### config.mk
export PLATFORM = sky130hd
export DESIGN_NAME = spi_master_arbiter
export DESIGN_NICKNAME = d
export VERILOG_FILES = /design/src/rtl/spi_master_arbiter.sv
export SDC_FILE = /design/constraint.sdc
export NUM_CORES = 1
export LEC_CHECK = 0
export BUFFER_PORTS_ARGS = -buffer_cell sky130_fd_sc_hd__buf_2
export CORE_ASPECT_RATIO = 1.5
export CORE_MARGIN = 2
export CORE_UTILIZATION = 32
export DETAILED_ROUTE_END_ITERATION = 6
export PLACE_DENSITY_LB_ADDON = 0.12
export SLEW_MARGIN = 0
export SYNTH_ARGS = -nofsm -noshare
export SYNTH_HDL_FRONTEND = slang
export SYNTH_SLANG_ARGS = --single-unit
export TNS_END_PERCENT = 20
### constraint.sdc
create_clock -name clk -period 1.35 [get_ports clk]
set_input_delay 0.135 -clock clk [delete_from_list [all_inputs] [get_ports clk]]
set_output_delay 0.135 -clock clk [all_outputs]
set_load 0.1 [all_outputs]
### src/rtl/spi_master_arbiter.sv
// spi_master_arbiter
// Shares one 8-bit SPI bus among NREQ local requesters, one slave per
// requester. Requests are served round-robin. Each transfer is one
// full-duplex byte sent LSB-first. SCLK idles low. The slave drives SDO on
// the SCLK rise and samples SDI on the fall, so MOSI changes on the rise and
// MISO is captured on the fall.
//
// Ports
//   clk      system clock, rising edge
//   reset    synchronous, active-high
//   req      per-requester transfer request (level)
//   tx_data  byte for requester i at [8i+7:8i], sampled at grant
//   grant    one-hot, high for the whole transfer of the served requester
//   done     one-cycle pulse at transfer end
//   rx_data  received byte, valid with done, held until the next done
//   busy     high whenever the FSM is not idle
//   SCLK     SPI clock, idle low, half-period CLK_DIV cycles
//   CS       active-low chip selects, at most one low
//   MOSI     serial data to slave SDI
//   MISO     serial data from slave SDO
//
// state | meaning
// IDLE  | bus free, arbitrate among req
// SETUP | CS low, SCLK low, MOSI = bit0, CLK_DIV cycles
// HIGH  | SCLK high, CLK_DIV cycles
// LOW   | SCLK low after falls 1..7, CLK_DIV cycles
// HOLD  | SCLK low after the 8th fall, CS still low, CLK_DIV cycles
// DONE  | CS released, done pulse, rx_data updated
module spi_master_arbiter #(
  parameter int NREQ    = 2,
  parameter int CLK_DIV = 2
) (
  input  logic              clk,
  input  logic              reset,
  input  logic [NREQ-1:0]   req,
  input  logic [8*NREQ-1:0] tx_data,
  output logic [NREQ-1:0]   grant,
  output logic              done,
  output logic [7:0]        rx_data,
  output logic              busy,
  output logic              SCLK,
  output logic [NREQ-1:0]   CS,
  output logic              MOSI,
  input  logic              MISO
);

  localparam int IW = (NREQ > 1) ? $clog2(NREQ) : 1;
  localparam int TW = (CLK_DIV > 1) ? $clog2(CLK_DIV) : 1;
  localparam logic [TW-1:0] DIV_M1 = TW'(CLK_DIV - 1);

  typedef enum logic [2:0] {
    S_IDLE, S_SETUP, S_HIGH, S_LOW, S_HOLD, S_DONE
  } state_t;

  state_t          state, state_nxt;
  logic [TW-1:0]   timer, timer_nxt;
  logic [2:0]      bit_cnt, bit_cnt_nxt;
  logic [IW-1:0]   ptr, ptr_nxt;
  logic [7:0]      tx_shift, tx_shift_nxt;
  logic [7:0]      rx_shift, rx_shift_nxt;
  logic [NREQ-1:0] grant_nxt, cs_nxt;
  logic            sclk_nxt, mosi_nxt, done_nxt;
  logic [7:0]      rx_data_nxt;
  logic            sel_vld;
  int              sel_idx;
  logic            tc;

  assign busy = (state != S_IDLE);
  assign tc   = (timer == '0);

  // Round-robin pick: first requester at or after the pointer.
  always_comb begin
    sel_vld = 1'b0;
    sel_idx = 0;
    for (int j = 0; j < NREQ; j++) begin
      if (!sel_vld && req[(int'(ptr) + j) % NREQ]) begin
        sel_vld = 1'b1;
        sel_idx = (int'(ptr) + j) % NREQ;
      end
    end
  end

  always_comb begin
    state_nxt    = state;
    timer_nxt    = tc ? timer : timer - TW'(1);
    bit_cnt_nxt  = bit_cnt;
    ptr_nxt      = ptr;
    tx_shift_nxt = tx_shift;
    rx_shift_nxt = rx_shift;
    grant_nxt    = grant;
    cs_nxt       = CS;
    sclk_nxt     = SCLK;
    mosi_nxt     = MOSI;
    done_nxt     = 1'b0;
    rx_data_nxt  = rx_data;
    case (state)
      S_IDLE: begin
        if (sel_vld) begin
          state_nxt            = S_SETUP;
          timer_nxt            = DIV_M1;
          bit_cnt_nxt          = '0;
          ptr_nxt              = IW'((sel_idx + 1) % NREQ);
          grant_nxt            = '0;
          grant_nxt[sel_idx]   = 1'b1;
          cs_nxt               = '1;
          cs_nxt[sel_idx]      = 1'b0;
          tx_shift_nxt         = tx_data[8*sel_idx +: 8];
          mosi_nxt             = tx_data[8*sel_idx];
        end
      end
      // bit_cnt counts completed falls, so it indexes the bit to present
      // on the coming rise.
      S_SETUP, S_LOW: begin
        if (tc) begin
          state_nxt = S_HIGH;
          timer_nxt = DIV_M1;
          sclk_nxt  = 1'b1;
          mosi_nxt  = tx_shift[bit_cnt];
        end
      end
      S_HIGH: begin
        if (tc) begin
          state_nxt    = (bit_cnt == 3'd7) ? S_HOLD : S_LOW;
          timer_nxt    = DIV_M1;
          sclk_nxt     = 1'b0;
          rx_shift_nxt = {MISO, rx_shift[7:1]};
          bit_cnt_nxt  = bit_cnt + 3'd1;
        end
      end
      S_HOLD: begin
        if (tc) begin
          state_nxt   = S_DONE;
          grant_nxt   = '0;
          cs_nxt      = '1;
          mosi_nxt    = 1'b0;
          done_nxt    = 1'b1;
          rx_data_nxt = rx_shift;
        end
      end
      S_DONE: state_nxt = S_IDLE;
      default: state_nxt = S_IDLE;
    endcase
  end

  always_ff @(posedge clk) begin
    if (reset) begin
      state    <= S_IDLE;
      timer    <= '0;
      bit_cnt  <= '0;
      ptr      <= '0;
      tx_shift <= '0;
      rx_shift <= '0;
      grant    <= '0;
      CS       <= '1;
      SCLK     <= 1'b0;
      MOSI     <= 1'b0;
      done     <= 1'b0;
      rx_data  <= '0;
    end else begin
      state    <= state_nxt;
      timer    <= timer_nxt;
      bit_cnt  <= bit_cnt_nxt;
      ptr      <= ptr_nxt;
      tx_shift <= tx_shift_nxt;
      rx_shift <= rx_shift_nxt;
      grant    <= grant_nxt;
      CS       <= cs_nxt;
      SCLK     <= sclk_nxt;
      MOSI     <= mosi_nxt;
      done     <= done_nxt;
      rx_data  <= rx_data_nxt;
    end
  end

endmodule
After elaboration in Yosys (flattened, before gate mapping)

Index checks and enable logic that the tools add are counted.

Add/sub/neg operators: 4
$lt $le $gt $ge: 6
Equality and inequality tests: 9
Shift operators: 1
Mux-type cells: 42
Bitwise gates (word level): 4
Reduce and logical (&&, ||, !) cells: 20

Operator list:

| kind                                                                | number |
|---|---|
| greater-or-equal comparator 32 x 1 -> 1 bit (second input constant) | 1 |
| less-than comparator 32 x 3 -> 1 bit (second input constant)        | 1 |
| less-than comparator 32 x 6 -> 1 bit (second input constant)        | 1 |
| 2-to-1 mux 32 bit                                                   | 1 |
| indexed part select 16 x 32 -> 8 bit                                | 1 |
| 2-to-1 mux 1 bit                                                    | 21 |
| 2-to-1 mux 3 bit                                                    | 7 |
| one-hot mux 3 bit (4 select lines)                                  | 1 |
| AND reduction 3 bit                                                 | 3 |
| 2-to-1 mux 2 bit                                                    | 4 |
| inequality test 2 bit (second input constant)                       | 4 |
| one-hot mux 2 bit (2 select lines)                                  | 2 |
| AND reduction 4 bit                                                 | 2 |
| == test 3 x 2 -> 1 bit (second input constant)                      | 2 |
| == test 3 bit (second input constant)                               | 2 |
| one-hot mux 3 bit (2 select lines)                                  | 1 |
| AND reduction 2 bit                                                 | 3 |
| nonzero test 2 bit                                                  | 3 |
| nonzero test 3 bit                                                  | 2 |
| less-than comparator 3 x 4 -> 1 bit (second input constant)         | 1 |
| one-hot mux 1 bit (2 select lines)                                  | 2 |
| OR reduction 2 bit                                                  | 2 |
| adder 3 x 1 -> 3 bit (second input constant)                        | 1 |
| binary-select mux 1 bit (select 3 bit)                              | 1 |
| 14 further kinds                                                    | 17 |

Bits in registers: 39
Input port bits: 21
Output and inout port bits: 16
Logic and storage cells: 98

Longest topological paths before layout

Word-level depth: 14
Gate-level depth with buffers: 6
Mapped depth without buffers: 6

Worst setup path after synthesis

No wires, ideal clock.

Kind: reg-to-reg
Start: register state[2]
End: register tx_shift[1]
Data arrival time: 1.401 ns
Required time: 1.215 ns
Setup slack: -0.186 ns
Cell stages (with the launch flop): 6
Buffers on the path: 1
Period minus slack after synthesis: 1.536 ns
Cells stage by stage: dfxtp_1 > buf_2 > nor3_2 > inv_2 > a211oi_4 > a211oi_1

Longest elaborated chain between the ends: 2

Ends and longest elaborated chain:

| item                                 | line | source |
|---|---|---|
| start, declared                      | 55   | `state_t state, state_nxt;` |
| start signal, assigned               | 160  | `state <= state_nxt;` |
| zero test 3 bit                      | 96   | `case (state)` |
| AND reduction 2 bit (no source line) | -    |  |
| end signal, assigned                 | 164  | `tx_shift <= tx_shift_nxt;` |
| end, declared                        | 59   | `logic [7:0] tx_shift, tx_shift_nxt;` |

No other way between the ends.
A chain may end at the register's enable or synchronous reset.

Final worst setup path

Start: register state[2]
End: register bit_cnt[1]

Longest elaborated chain between the ends: 3

Ends and longest elaborated chain:

| item                                                                                | line | source |
|---|---|---|
| == test 3 x 2 -> 1 bit / zero test 3 bit (equally long branches)                    | 96   |  |
| inequality test 2 bit (no source line) / nonzero test 2 bit (equally long branches) | -    |  |
| AND reduction 3 bit (no source line)                                                | -    |  |
| end signal, assigned                                                                | 162  | `bit_cnt <= bit_cnt_nxt;` |
| end, declared                                                                       | 57   | `logic [2:0] bit_cnt, bit_cnt_nxt;` |

Several ways; a longest one is shown, not always the timed one.

==> impl_results.html <==
<table>
<tr><th>Metric</th><th>Value</th></tr>
<tr><th colspan="2">Timing</th></tr>
<tr><td>PnR worst setup slack</td><td>-36.7 ps</td></tr>
<tr><td>Share of the cycle needed by the critical path after routing</td><td>103%</td></tr>
<tr><td>Final hold viol count</td><td>0</td></tr>
<tr><td>Final Critical Period</td><td>1390 ps</td></tr>
<tr><td>Unrepaired setup endpoints after global routing</td><td>true</td></tr>
<tr><td>Setup-failing EPs final</td><td>8</td></tr>
<tr><td>Slew Limit Fails</td><td>0</td></tr>
<tr><td>FMAX</td><td>721 MHz</td></tr>
<tr><td>Tightest Pin Transition</td><td>489 ps</td></tr>
<tr><td>Final-layout setup total negative slack</td><td>-62.8 ps</td></tr>
<tr><td>Setup clock skew after layout</td><td>1.81 ps</td></tr>
<tr><td>Worst slew margin relative to its limit</td><td>67.6%</td></tr>
<tr><th colspan="2">CTS</th></tr>
<tr><td>Number of H-tree levels</td><td>2</td></tr>
<tr><td>Clock tree from TritonCTS</td><td>yes</td></tr>
<tr><td>Buffer depth of the longest clock path</td><td>2</td></tr>
<tr><td>Hold buffers post-CTS</td><td>0</td></tr>
<tr><td>Clock transition at the registers of the reported paths</td><td>80 ps</td></tr>
<tr><td>Inserted Clock Buffers</td><td>5</td></tr>
<tr><td>Latest clock arrival within the worst-skew pair</td><td>290 ps</td></tr>
<tr><td>Clock Root Buffer</td><td>sky130_fd_sc_hd__clkbuf_8</td></tr>
<tr><td>Clock sinks</td><td>39</td></tr>
<tr><th colspan="2">Drt</th></tr>
<tr><td>Number of search-and-repair iterations in the first detailed-routing pass</td><td>4</td></tr>
<tr><td>Via count</td><td>1,551</td></tr>
<tr><td># DRC</td><td>0</td></tr>
<tr><td>Detailed-route vias per instance</td><td>~4.7</td></tr>
<tr><td>Mean routed wirelength per cell</td><td>between 10 and 15 µm</td></tr>
<tr><td>Final WL</td><td>4.01 mm</td></tr>
<tr><td>Antenna Violating Nets Remaining</td><td>0</td></tr>
<tr><td>DRT iter0 DRCs</td><td>63</td></tr>
<tr><th colspan="2">Critical path</th></tr>
<tr><td>Arrival time at the worst endpoint</td><td>1620 ps</td></tr>
<tr><td>CP top delay family</td><td>simple AND/OR/NAND/NOR gates</td></tr>
<tr><td>Worst path slowest cell</td><td>sky130_fd_sc_hd__dfxtp_4</td></tr>
<tr><td>Worst path buffer plus inverter count</td><td>2</td></tr>
<tr><td>Required time at the worst-slack endpoint</td><td>1580 ps</td></tr>
<tr><td>Chain of cells forming the critical path</td><td>buf_6 &gt; buf_6 &gt; nor4b_4 &gt; a21oi_2 &gt; nand3b_1 &gt; a21oi_2</td></tr>
<tr><td>Stage delay of the slowest cell on the critical path</td><td>390 ps</td></tr>
<tr><td>Sort of element at the start of the critical path</td><td>register</td></tr>
<tr><td>Largest driver fanout on the critical path</td><td>8</td></tr>
<tr><td>Kind of end point of the critical path</td><td>register</td></tr>
<tr><td>Crit Path Class</td><td>reg2reg</td></tr>
<tr><th colspan="2">Logic synthesis</th></tr>
<tr><td>Netlist area before placement</td><td>1720 µm²</td></tr>
<tr><td>Cells after synthesis</td><td>202</td></tr>
<tr><td>Average size of a mapped cell</td><td>8.52 µm²</td></tr>
<tr><td>Number of distinct library cells after synthesis</td><td>40</td></tr>
<tr><td>Number of flops mapped to enable cells by yosys</td><td>0</td></tr>
<tr><td>Syn_nets</td><td>225</td></tr>
<tr><td>Register bit count reported by yosys</td><td>39</td></tr>
<tr><td>Share of flip-flops with an asynchronous set or reset</td><td>0%</td></tr>
<tr><td>Fraction of the yosys area taken by sequential cells</td><td>45.4%</td></tr>
<tr><td>Top_reg_cell synth</td><td>sky130_fd_sc_hd__dfxtp_1</td></tr>
<tr><td>Yosys warning total</td><td>0</td></tr>
<tr><th colspan="2">Power and ir drop</th></tr>
<tr><td>Worst-case vdd ir drop</td><td>1.08 mV</td></tr>
<tr><td>Static Leakage</td><td>0.965 nW</td></tr>
<tr><td>Power per standard cell area</td><td>1270 nW/µm²</td></tr>
<tr><th colspan="2">Floorplan</th></tr>
<tr><td>Placement row count</td><td>32</td></tr>
<tr><td>Starting utilization of the core area</td><td>33.3%</td></tr>
<tr><td>Die width</td><td>63.9 µm</td></tr>
<tr><td>Core Area</td><td>~5200 µm²</td></tr>
<tr><td>Height of the chip</td><td>93.8 µm</td></tr>
<tr><td>Die Area</td><td>5990 µm²</td></tr>
<tr><td>Number of top-level pins</td><td>37</td></tr>
<tr><th colspan="2">Global routing</th></tr>
<tr><td>Antenna violations before repair</td><td>0</td></tr>
<tr><td>Maximum number of pins on one net before global-route repair</td><td>26</td></tr>
<tr><td>Global Route Usage Sum</td><td>15.0%</td></tr>
<tr><td>Grt total ovfl</td><td>0</td></tr>
<tr><td>First-pass GRT wire length</td><td>between 7 and 8 mm</td></tr>
<tr><td>Via count of the first global-routing pass</td><td>1,580</td></tr>
<tr><th colspan="2">Cells and area</th></tr>
<tr><td>Total area of multi-input combinational cells</td><td>892 µm²</td></tr>
<tr><td>Layout cell share with drive strength beyond 1</td><td>36.5%</td></tr>
<tr><td>Fill cell count</td><td>518</td></tr>
<tr><td>P&amp;R area growth vs syn</td><td>38.3%</td></tr>
<tr><td>Register area</td><td>791 µm²</td></tr>
<tr><td>Number of nets in the finished design</td><td>between 200 and 300</td></tr>
<tr><td># diodes</td><td>0</td></tr>
<tr><th colspan="2">Outcome</th></tr>
<tr><td>Result of the run</td><td>finished, violations left</td></tr>
<tr><td>Violations in the final reports</td><td>negative setup slack</td></tr>
<tr><th colspan="2">Hold path</th></tr>
<tr><td>Min-Delay Path Class</td><td>in2reg</td></tr>
<tr><th colspan="2">Place</th></tr>
<tr><td>Post-DP HPWL</td><td>~2.9 mm</td></tr>
<tr><td>Routability congestion estimate</td><td>0.782</td></tr>
<tr><td>Setup WS pre-CTS</td><td>-126 ps</td></tr>
<tr><td>Count of buffers from port buffering</td><td>36</td></tr>
<tr><th colspan="2">Flow run</th></tr>
<tr><td>Total of max-cap violations</td><td>0</td></tr>
</table>
## power breakdown
group	total, mW	internal (mW)	leakage (nW)	switching, mW
registers	1.30	1.24	0.321	0.0669
logic	0.918	0.380	0.604	0.538
clock network	0.803	0.360	0.0402	0.443
## per-layer routing
metal	vias up	share of wire (%)	GRT usage (%)
met3	7	3.7	3.48
met1	694	43	17.1
li1	817	-	-
met4	0	1.7	6.88
met2	33	52	26.2
met5	-	0	0
## tightest hold or removal path: stages
cell and delay, ps:
sky130_fd_sc_hd__buf_2 90, sky130_fd_sc_hd__inv_1 40, sky130_fd_sc_hd__a211oi_1 50
## timing repair
action,4_1_cts,5_1_grt
endpoints found under the setup margin,31,27
pin swaps,11,6
buffers inserted,3,0
gates resized for setup,13,15
gates cloned,0,0
## area by class of cell
cell class / count / area share (%)
multi-input combinational: 139 / 37.5
sequential: 39 / 33.2
timing repair buffer: 65 / 19.8
tap: 68 / 3.58
clock buffer: 5 / 2.89
inverter: 12 / 2.10
clock inverter: 3 / 0.842
## cells in the mapped netlist, drive strengths merged (2+ instances only)
cell | instances | area (µm²)
a211oi | 9 | 80.1
a21oi | 25 | 129
buf | 8 | 48.8
clkbuf | 4 | 15.0
dfxtp | 39 | 781
ha | 2 | 25.0
inv | 12 | 45.0
mux2i | 2 | 20.0
nand2 | 38 | 143
nand2b | 3 | 18.8
nand3 | 2 | 10.0
nand3b | 4 | 30.0
nor2 | 14 | 52.6
nor3 | 8 | 50.1
nor3b | 2 | 15.0
nor4b | 2 | 47.6
o2111ai | 2 | 17.5
o21ai | 4 | 20.0
o22ai | 7 | 43.8
or2 | 2 | 12.5
## logic make-up (layout without fill, tap and decap cells)
kind of cell / after synthesis / in the layout / synth area share [%]
AO/OA/AOI/OAI: 53 / 53 / 19.6
adder cells (fa/ha/maj): 2 / 2 / 1.45
buffers and inverters: 24 / 85 / 6.33
flip-flops: 39 / 39 / 45.4
multiplexers: 3 / 3 / 2.47
AND/OR/NAND/NOR: 81 / 81 / 24.7
## path summary, 6_finish.rpt
check | start | to | slack (ps) | cells after the start
min | tx_data[3] | tx_shift[3] | 70 | 3
max reg2reg | state[2] | bit_cnt[1] | -40 | 6
min reg2reg | rx_data[1] | rx_data[1] | 450 | 2
max | state[2] | bit_cnt[1] | -40 | 6
## sequential cells by signal (all words and copies together), names as in the netlist
register	flops
grant	2
tx_shift	8
ptr	1
done	1
SCLK	1
rx_data	8
state	3
CS	2
MOSI	1
timer	1
rx_shift	8
bit_cnt	3
## cell usage in the layout (no fill, tap or decap), types with 2 or more instances in the layout
cell type / instances
sky130_fd_sc_hd__a211oi_1: 7
sky130_fd_sc_hd__a21oi_1: 23
sky130_fd_sc_hd__a21oi_2: 2
sky130_fd_sc_hd__buf_12: 3
sky130_fd_sc_hd__buf_2: 35
sky130_fd_sc_hd__buf_4: 19
sky130_fd_sc_hd__buf_6: 7
sky130_fd_sc_hd__clkbuf_8: 5
sky130_fd_sc_hd__clkinvlp_4: 2
sky130_fd_sc_hd__dfxtp_1: 35
sky130_fd_sc_hd__dfxtp_2: 2
sky130_fd_sc_hd__dfxtp_4: 2
sky130_fd_sc_hd__inv_1: 11
sky130_fd_sc_hd__mux2i_1: 2
sky130_fd_sc_hd__nand2_1: 38
sky130_fd_sc_hd__nand2b_1: 3
sky130_fd_sc_hd__nand3_1: 2
sky130_fd_sc_hd__nand3b_1: 4
sky130_fd_sc_hd__nor2_1: 14
sky130_fd_sc_hd__nor3_1: 5
sky130_fd_sc_hd__nor3_2: 2
sky130_fd_sc_hd__nor4b_4: 2
sky130_fd_sc_hd__o21ai_0: 3
sky130_fd_sc_hd__o22ai_1: 6
## metrics by stage
step	total power, mW	cell area, µm²	hold WS, ps	util, %	instances
after floorplan	1.92	1740	271	-	202
after global placement	2.20	2180	383	42.1	321
after detailed placement	2.20	2180	384	42.1	321
after CTS	3.03	2310	68.9	44.8	331
after global routing	3.19	2380	76.8	46.1	331
final	3.02	2380	72.0	46.1	331
Power figures use the tool's default switching activity.
